[src/rtl/bios_boot_watchdog_pkg.sv]
// bios_boot_watchdog_pkg
// Shared definitions for the BIOS boot watchdog: register map on the CPLD
// register bus, CTRL bit positions, FSM state encodings and a helper that
// turns the programmed timeout into a counter load value.
package bios_boot_watchdog_pkg;

  localparam logic [7:0] WDT_CTRL    = 8'h05;
  localparam logic [7:0] WDT_TIMEOUT = 8'h06;

  localparam int CTRL_ENABLE_BIT   = 0;
  localparam int CTRL_KICK_BIT     = 1;
  localparam int CTRL_BOOTDONE_BIT = 2;

  // Both flash parts have been tried once Attempt reaches this value.
  localparam logic [1:0] ATTEMPT_MAX = 2'd2;

  typedef enum logic [2:0] {
    IDLE      = 3'd0,
    ARMED     = 3'd1,
    RESET     = 3'd2,
    WAIT_BOOT = 3'd3,
    DONE      = 3'd4,
    LOCKED    = 3'd5
  } wdtState;

  // A zero timeout would never expire, so it is promoted to one unit.
  function automatic logic [7:0] loadValue(input logic [7:0] timeoutUnits);
    return (timeoutUnits == 8'd0) ? 8'd1 : timeoutUnits;
  endfunction

endpackage

[src/rtl/bios_boot_watchdog_if.sv]
// bios_boot_watchdog_if
// Write side of the shared CPLD register bus as seen by the watchdog.
//   Write      : one-cycle register write strobe
//   RegAddress : 8-bit register address
//   DataWr     : 8-bit write data
// master drives the bus, slave (the watchdog) only observes it.
interface bios_boot_watchdog_if;
  logic       Write;
  logic [7:0] RegAddress;
  logic [7:0] DataWr;

  modport master (output Write, RegAddress, DataWr);
  modport slave  (input  Write, RegAddress, DataWr);
endinterface

[src/rtl/wdt_prescaler.sv]
// wdt_prescaler
// Divides LpcClock down to timeout units for the boot watchdog.
//   LpcClock : clock
//   ResetN   : asynchronous active-low reset
//   clear    : synchronous clear of the divider (wins over enable)
//   enable   : divider advances only while high
//   tick     : one-cycle pulse in the cycle the divider sits at TICK_DIV-1
module wdt_prescaler #(
  parameter logic [23:0] TICK_DIV = 24'd8_448_000
) (
  input  logic LpcClock,
  input  logic ResetN,
  input  logic clear,
  input  logic enable,
  output logic tick
);

  logic [23:0] count;

  // The tick is decoded from the current count so the watchdog FSM can act on
  // it in the same cycle the divider wraps.
  assign tick = enable && (count == TICK_DIV - 24'd1);

  // Divider register: clear has priority, then wrap on tick, else count up.
  always_ff @(posedge LpcClock or negedge ResetN) begin
    if (!ResetN) begin
      count <= '0;
    end else if (clear) begin
      count <= '0;
    end else if (enable) begin
      count <= tick ? '0 : count + 24'd1;
    end
  end

endmodule

[src/rtl/bios_boot_watchdog.sv]
// bios_boot_watchdog
// Watches each platform boot and drives the dual-BIOS swap when the host
// never reports boot-done. After both flash parts fail it locks up with a
// failure flag instead of swapping forever.
//   LpcClock    : 33 MHz clock, all logic on its rising edge
//   ResetN      : power reset, asynchronous active-low
//   MainReset   : platform reset, low = in reset, rising edge = boot start
//   regBus      : CPLD register bus write port (CTRL 0x05, TIMEOUT 0x06)
//   SwapDisable : high = an expiry must not request a BIOS swap
//   ForceSwap   : one-cycle swap request, 01 first failure, 10 second
//   RstReqN     : active-low platform reset request pulse
//   WdtStatus   : {WdtFail, Armed, Attempt[1:0]}
module bios_boot_watchdog
  import bios_boot_watchdog_pkg::*;
#(
  parameter logic [23:0] TICK_DIV    = 24'd8_448_000,
  parameter logic [7:0]  TIMEOUT_DEF = 8'd117,
  parameter logic [15:0] RST_CYCLES  = 16'd3300,
  parameter logic        ENABLE_DEF  = 1'b1
) (
  input  logic                        LpcClock,
  input  logic                        ResetN,
  input  logic                        MainReset,
  bios_boot_watchdog_if.slave         regBus,
  input  logic                        SwapDisable,
  output logic [1:0]                  ForceSwap,
  output logic                        RstReqN,
  output logic [3:0]                  WdtStatus
);

  wdtState     state;
  wdtState     nextState;

  logic        mainCur;
  logic        mainPrev;
  logic        rise;
  logic        mainLow;

  logic        enableReg;
  logic [7:0]  timeoutReg;

  logic        ctrlWr;
  logic        timeoutWr;
  logic        kick;
  logic        bootDone;
  logic        disableWr;

  logic [7:0]  counter;
  logic [1:0]  attempt;
  logic        wdtFail;
  logic [15:0] rstCount;

  logic        presClear;
  logic        presEnable;
  logic        presTick;

  logic        loadCnt;
  logic        decCnt;
  logic        failSwap;
  logic        failLock;
  logic        clearAttempt;
  logic        clearFail;
  logic        armed;

  // Register bus decode; Kick and BootDone are strobes and never stored.
  assign ctrlWr    = regBus.Write && (regBus.RegAddress == WDT_CTRL);
  assign timeoutWr = regBus.Write && (regBus.RegAddress == WDT_TIMEOUT);
  assign kick      = ctrlWr && regBus.DataWr[CTRL_KICK_BIT];
  assign bootDone  = ctrlWr && regBus.DataWr[CTRL_BOOTDONE_BIT];
  assign disableWr = ctrlWr && !regBus.DataWr[CTRL_ENABLE_BIT];

  assign rise    = mainCur && !mainPrev;
  assign mainLow = !mainCur;

  // Holding the divider in clear outside ARMED means every arm starts from a
  // full unit; a Kick restarts the current unit as well.
  assign presClear  = (state != ARMED) || kick;
  assign presEnable = (state == ARMED);

  wdt_prescaler #(
    .TICK_DIV (TICK_DIV)
  ) prescaler (
    .LpcClock (LpcClock),
    .ResetN   (ResetN),
    .clear    (presClear),
    .enable   (presEnable),
    .tick     (presTick)
  );

  // Two-flop sampler on MainReset; a boot starts when it is seen going high.
  always_ff @(posedge LpcClock or negedge ResetN) begin
    if (!ResetN) begin
      mainCur  <= 1'b0;
      mainPrev <= 1'b0;
    end else begin
      mainCur  <= MainReset;
      mainPrev <= mainCur;
    end
  end

  // Software-visible configuration registers.
  always_ff @(posedge LpcClock or negedge ResetN) begin
    if (!ResetN) begin
      enableReg  <= ENABLE_DEF;
      timeoutReg <= TIMEOUT_DEF;
    end else begin
      if (ctrlWr) begin
        enableReg <= regBus.DataWr[CTRL_ENABLE_BIT];
      end
      if (timeoutWr) begin
        timeoutReg <= regBus.DataWr;
      end
    end
  end

  // FSM state register.
  always_ff @(posedge LpcClock or negedge ResetN) begin
    if (!ResetN) begin
      state <= IDLE;
    end else begin
      state <= nextState;
    end
  end

  // Next-state logic. Inside ARMED the if-chain order is the priority order:
  // BootDone, disable, external reset, Kick, then the unit tick / expiry.
  always_comb begin
    nextState    = state;
    loadCnt      = 1'b0;
    decCnt       = 1'b0;
    failSwap     = 1'b0;
    failLock     = 1'b0;
    clearAttempt = 1'b0;
    clearFail    = 1'b0;
    unique case (state)
      IDLE: begin
        if (rise && enableReg) begin
          nextState = ARMED;
          loadCnt   = 1'b1;
        end
      end
      ARMED: begin
        if (bootDone) begin
          nextState    = DONE;
          clearAttempt = 1'b1;
        end else if (disableWr) begin
          nextState = IDLE;
        end else if (mainLow) begin
          nextState = WAIT_BOOT;
        end else if (kick) begin
          loadCnt = 1'b1;
        end else if (presTick) begin
          if (counter <= 8'd1) begin
            if (attempt < ATTEMPT_MAX) begin
              nextState = RESET;
              failSwap  = 1'b1;
            end else begin
              nextState = LOCKED;
              failLock  = 1'b1;
            end
          end else begin
            decCnt = 1'b1;
          end
        end
      end
      RESET: begin
        if (rstCount == RST_CYCLES - 16'd1) begin
          nextState = WAIT_BOOT;
        end
      end
      WAIT_BOOT: begin
        if (bootDone) begin
          nextState    = DONE;
          clearAttempt = 1'b1;
        end else if (rise) begin
          nextState = ARMED;
          loadCnt   = 1'b1;
        end
      end
      DONE: begin
        if (rise && enableReg) begin
          nextState = ARMED;
          loadCnt   = 1'b1;
        end
      end
      LOCKED: begin
        if (bootDone) begin
          nextState    = DONE;
          clearAttempt = 1'b1;
          clearFail    = 1'b1;
        end
      end
      default: begin
        nextState = IDLE;
      end
    endcase
  end

  // Watchdog datapath: timeout counter, attempt tracking, failure flag,
  // reset-pulse timer and the registered single-cycle ForceSwap.
  always_ff @(posedge LpcClock or negedge ResetN) begin
    if (!ResetN) begin
      counter   <= '0;
      attempt   <= '0;
      wdtFail   <= 1'b0;
      rstCount  <= '0;
      ForceSwap <= 2'b00;
    end else begin
      ForceSwap <= 2'b00;
      if (loadCnt) begin
        counter <= loadValue(timeoutReg);
      end else if (decCnt) begin
        counter <= counter - 8'd1;
      end
      if (failSwap) begin
        attempt <= attempt + 2'd1;
        if (!SwapDisable) begin
          ForceSwap <= (attempt == 2'd0) ? 2'b01 : 2'b10;
        end
      end
      if (failLock) begin
        wdtFail <= 1'b1;
      end
      if (clearAttempt) begin
        attempt <= '0;
      end
      if (clearFail) begin
        wdtFail <= 1'b0;
      end
      rstCount <= (state == RESET) ? rstCount + 16'd1 : 16'd0;
    end
  end

  // Moore outputs decoded from the current state.
  always_comb begin
    armed     = (state == ARMED);
    RstReqN   = (state != RESET);
    WdtStatus = {wdtFail, armed, attempt};
  end

endmodule

[src/flat_wrapper.sv]
// flat-port wrapper written by rule: the top's interface ports become plain ports
module bios_boot_watchdog_flat import bios_boot_watchdog_pkg::*;
#(
  parameter logic [23:0] TICK_DIV    = 24'd8_448_000,
  parameter logic [7:0]  TIMEOUT_DEF = 8'd117,
  parameter logic [15:0] RST_CYCLES  = 16'd3300,
  parameter logic        ENABLE_DEF  = 1'b1
)
  (LpcClock, ResetN, MainReset, SwapDisable, ForceSwap, RstReqN, WdtStatus, regBus_Write, regBus_RegAddress, regBus_DataWr);
  bios_boot_watchdog_if regBus_i ();
  input  logic LpcClock;
  input  logic ResetN;
  input  logic MainReset;
  input  logic SwapDisable;
  output logic [1:0] ForceSwap;
  output logic RstReqN;
  output logic [3:0] WdtStatus;
  input wire logic [$bits(regBus_i.Write)-1:0] regBus_Write;
  input wire logic [$bits(regBus_i.RegAddress)-1:0] regBus_RegAddress;
  input wire logic [$bits(regBus_i.DataWr)-1:0] regBus_DataWr;
  assign regBus_i.Write = regBus_Write;
  assign regBus_i.RegAddress = regBus_RegAddress;
  assign regBus_i.DataWr = regBus_DataWr;
  bios_boot_watchdog #(.TICK_DIV(TICK_DIV), .TIMEOUT_DEF(TIMEOUT_DEF), .RST_CYCLES(RST_CYCLES), .ENABLE_DEF(ENABLE_DEF)) u_core (.LpcClock(LpcClock), .ResetN(ResetN), .MainReset(MainReset), .regBus(regBus_i), .SwapDisable(SwapDisable), .ForceSwap(ForceSwap), .RstReqN(RstReqN), .WdtStatus(WdtStatus));
endmodule
[config.mk]
export PLATFORM = sky130hd
export DESIGN_NAME = bios_boot_watchdog_flat
export DESIGN_NICKNAME = d
export VERILOG_FILES = /design/src/rtl/bios_boot_watchdog_pkg.sv /design/src/rtl/bios_boot_watchdog_if.sv /design/src/rtl/wdt_prescaler.sv /design/src/rtl/bios_boot_watchdog.sv /design/src/flat_wrapper.sv
export SDC_FILE = /design/constraint.sdc
export NUM_CORES = 1
export LEC_CHECK = 0
export ABC_AREA = 0
export BUFFER_PORTS_ARGS = -buffer_cell sky130_fd_sc_hd__buf_2
export CORE_MARGIN = 3
export CORE_UTILIZATION = 30
export DETAILED_ROUTE_END_ITERATION = 16
export GPL_ROUTABILITY_DRIVEN = 0
export PLACE_DENSITY_LB_ADDON = 0.12
export SLEW_MARGIN = 20
export SYNTH_ARGS = -nofsm -noshare
export SYNTH_HDL_FRONTEND = slang
export SYNTH_HIERARCHICAL = 1
export SYNTH_SLANG_ARGS = --single-unit
[constraint.sdc]
create_clock -name LpcClock -period 2.85 [get_ports LpcClock]
set_clock_uncertainty 0.05 [all_clocks]
set_input_delay 0.1425 -clock LpcClock [delete_from_list [all_inputs] [get_ports LpcClock]]
set_output_delay 0.1425 -clock LpcClock [all_outputs]
set_load 0.02 [all_outputs]
==> results by stage <==
Power:
- The clock share of power is 39.1%.
- The areal power density over the cells is 675 nW/um^2.
- The switching power as a share of total power is between 30% and 40%.
- VDD sags by at most about 280 uV.
- The portion of total power attributed to sequential cells is between 30 and 40%.
- The internal portion of total power is between 0.002 and 0.0025 W.
- Summed over all cells, the static leakage comes to around 1.9 nW.
- The post-layout total power is slightly above 0.003 W.
- Of the total power, combinational logic draws between 20 and 25%.
- In this run the power spent charging and discharging nets is 0.000970 W.

Final layout:
- The core occupancy in the finished layout is between 30% and 40%.
- The layout filler cell count is 1,242.
- The final net count is about 460.
- The area taken by flip-flops and latches is between 1500 and 2000 um^2.
- The multi-input combinational cells in the finished layout cover a total of about 2000 um^2.
- The share of final-layout standard cells stronger than drive strength 1 is 20.5%.
- 0 antenna diodes ended up in the layout.
- Compared with the post-synthesis result, the final layout area differs by 20.0%.

Synth:
- For this run, the leading register cell type out of synthesis is dfrtp_1.
- The number of warnings printed during yosys synthesis is 6.
- In this run, distinct cell masters in the synthesized netlist total 65.
- Counting flops with a built-in enable in the synthesized netlist gives 0.
- In this run, synthesis produced a sequential element count of 67.
- The share of the yosys chip area belonging to registers is ~44%.
- Averaged over all synthesized cells, the footprint is around 9.8 um^2.
- The synthesized instance count is about 390.
- Synthesis produced a netlist with a net count of between 400 and 500.
- The async set-or-reset flop fraction in the synthesized netlist is 100%.
- The cell area after synthesis is approximately 3800 um^2.

Global route:
- Summed over all layers, the global routing overflow is 0.
- The first-pass GRT wire length is about 16,000 um.
- The initial antenna violation count is 0.
- The number of global-route vias before repair is around 3,200.
- The largest net degree at the start of global routing is 68.
- The overall routing resource usage is 13.9%.

Floorplanning:
- In this run the standard cell core region covers 12,300 um^2.
- The floorplan die height is 119 um.
- The die outline width is ~120 um.
- The initial cell density of the core is between 30 and 40%.
- The I/O pin count is 28.
- The die covers 14,100 um^2.
- The number of rows in the core area is 40.

Clocking:
- For the worst-skew pair, the clock arrives at the later sink with an insertion delay of roughly 0.33 ns.
- The total setup buffers inserted after CTS is 0.
- Buffers inserted during clock tree synthesis total 9.
- TritonCTS built the clock tree.
- The root buffer cell chosen for the clock tree is clkbuf_16.
- The H-tree generated during clock tree synthesis spans 3 levels.
- The number of gates resized after CTS was 0.
- The clock sink count is 67.
- Clock-pin slew was measured on the worst setup and hold paths at around 0.060 ns.
- The count of hold buffers inserted by post-cts repair is 8.
- The clock passes through at most 2 buffers.

Worst setup path:
- The critical-path cell with the highest stage delay is dfrtp_1.
- Counting both buffers and inverters, the worst setup path holds a total of 0.
- The worst setup path is of the reg2reg kind.
- The maximum fanout encountered on the critical timing path is 10.
- Walking the worst path, the cells encountered are nor3b_2 > and3_1 > nand4_1 > nor2_1 > o311ai_4 > nor3_1 > xor2_1 > mux2_4.
- The largest single stage delay on the critical path is approximately 0.48 ns.
- The critical path endpoint category is a flip-flop.
- The data arrival at the endpoint of the critical path is approximately 2.7 ns.
- The launching element type of the critical path is a flip-flop.
- The family of cells with the greatest summed delay on the critical path is simple AND/OR/NAND/NOR gates.
- For the worst setup path, the data required time is 3.02 ns.

Timing:
- Hold timing on the final database bottoms out at a slack of 0.0531 ns.
- Setup slack on the critical path of the routed design comes to around 0.32 ns.
- The final count of hold timing violations is 0.
- Setup repair after global routing left no endpoint under its margin.
- The final setup TNS is 0 ns.
- In this run the tightest slew margin relative to its limit is a little under half.
- The highest clock rate is between 300 and 400 MHz.
- For the pin with the worst max-slew slack, the measured transition is 0.796 ns.
- For the finished layout, the period the worst path requires is ~2.5 ns.
- In the finished design, the share of the clock period the worst path needs comes to roughly nine tenths.
- The number of max-slew violations in the final report is 0.
- Setup violations remaining at the end of the flow were counted as 0.

Detailed routing:
- After detailed routing, the average wire length per cell comes to between 10 and 15 um.
- In this run the remaining antenna-violating nets after routing total 0.
- The post-detailed-route via-to-cell ratio is 5.09.
- After the first detailed-routing iteration, the DRC count stood at roughly 140.
- The first-pass detailed-route iteration total is 4.
- The post-detailed-route DRC marker count is 0.
- The total vias in the final route is roughly 3,000.
- The routed wire length is approximately 9000 um.

Placed design:
- The pre-CTS setup slack is ~0.29 ns.
- The total of buffers placed on input and output ports is 27.
- The post-detailed-placement half-perimeter wirelength is 6260 um.

Worst hold path:
- The worst hold path belongs to the class in2reg.

Run status:
- The flow ran to the end, and the final reports show no timing, DRC or antenna violations.

Run:
- The reported max-cap violation count is 0.
## power groups by stage
stage,clock network [W],registers [W],logic (W)
3_3_place_gp,0,0.00113,0.000768
2_1_floorplan,0,0.00110,0.000579
3_5_place_dp,0,0.00113,0.000765
6_report,0.00121,0.00112,0.000768
4_1_cts,0.00126,0.00112,0.000777
5_1_grt,0.00130,0.00113,0.000866
## path summary, 6_finish.rpt
check,startpoint,endpoint,slack (ns),depth (start not counted)
max in group asynchronous,ResetN,u_core/enableReg,2.09,3
min in group asynchronous,ResetN,u_core/prescaler/count[23],0.32,3
min reg2reg,u_core/rstCount[0],u_core/rstCount[0],0.43,1
max reg2reg,u_core/state[2],u_core/counter[3],0.32,8
min,regBus_DataWr[1],u_core/timeoutReg[1],0.05,2
max,u_core/state[2],u_core/counter[3],0.32,8
## flip-flops by register name, indices dropped and copies added, names as in the netlist
register,flops
u_core/attempt,2
u_core/wdtFail,1
u_core/mainCur,1
u_core/rstCount,16
u_core/counter,8
u_core/enableReg,1
u_core/mainPrev,1
u_core/timeoutReg,8
u_core/ForceSwap,2
u_core/state,3
u_core/prescaler/count,24
## through the flow
step	cells	cell area, um^2
final	606	4590
after CTS	606	4590
after global routing	606	4590
after detailed placement	582	4190
after global placement	582	4190
after floorplan	392	3830
## cells by family (layout without fill, tap and decap cells)
family | after synthesis | in the layout | share of synthesized area (%)
DFF | 67 | 67 | 44.0
buffers and inverters | 27 | 73 | 3.04
AOI/OAI and AO/OA | 60 | 60 | 11.0
adders and majority gates | 5 | 5 | 1.63
muxes | 18 | 18 | 5.30
xor gates and xnor gates | 31 | 31 | 7.09
and+or+nand+nor | 184 | 184 | 27.9
## layout by cell type, fill, tap and decap left out, types with 2 or more instances in the layout
master / n
a21o_1: 2
a21oi_1: 15
a31oi_1: 5
and3_1: 4
and3b_1: 2
and4_1: 6
buf_2: 27
buf_4: 8
bufinv_16: 2
clkbuf_16: 9
dfrtp_1: 61
dfstp_2: 6
dlygate4sd3_1: 8
ha_1: 5
inv_1: 13
mux2_2: 14
mux2i_1: 3
nand2_1: 24
nand2b_1: 6
nand3_1: 19
nand4_1: 22
nor2_1: 38
nor2b_1: 4
nor3_1: 11
nor3b_1: 3
nor4_1: 10
nor4bb_1: 3
o2111a_1: 2
o211ai_1: 8
o21ai_0: 11
o31ai_1: 4
or2_2: 2
or3_1: 10
or4_1: 4
xnor2_1: 8
xor2_1: 23
## final cells by class
class / instances / area share (%)
well taps: 168 / 4.58
flip-flops and latches: 67 / 36.7
inverters: 13 / 1.06
multi-input cells: 298 / 44.1
clock inverters: 5 / 1.85
clock buffers: 11 / 5.28
repair buffers: 44 / 6.43
## cells in the mapped netlist (all sizes together), types with 9 or more instances
library cell,n,share of area (%)
a21oi,15,2.0
buf,9,1.3
dfrtp,61,40
inv,13,1.3
mux2,15,4.5
nand2,25,2.5
nand3,19,2.5
nand4,23,4.2
nor2,38,3.7
nor3,11,1.4
nor4,11,2.0
o21ai,11,1.4
or3,12,2.1
xor2,23,5.3
## layer usage
layer	track usage [%]	up-vias	share of wire [%]
li1	-	1538	-
met1	17.8	1486	48
met2	22.3	53	47
met3	4.61	9	4.3
met4	4.20	0	1.2
met5	0	-	0
No activity file was read; power rests on OpenSTA's default activity.
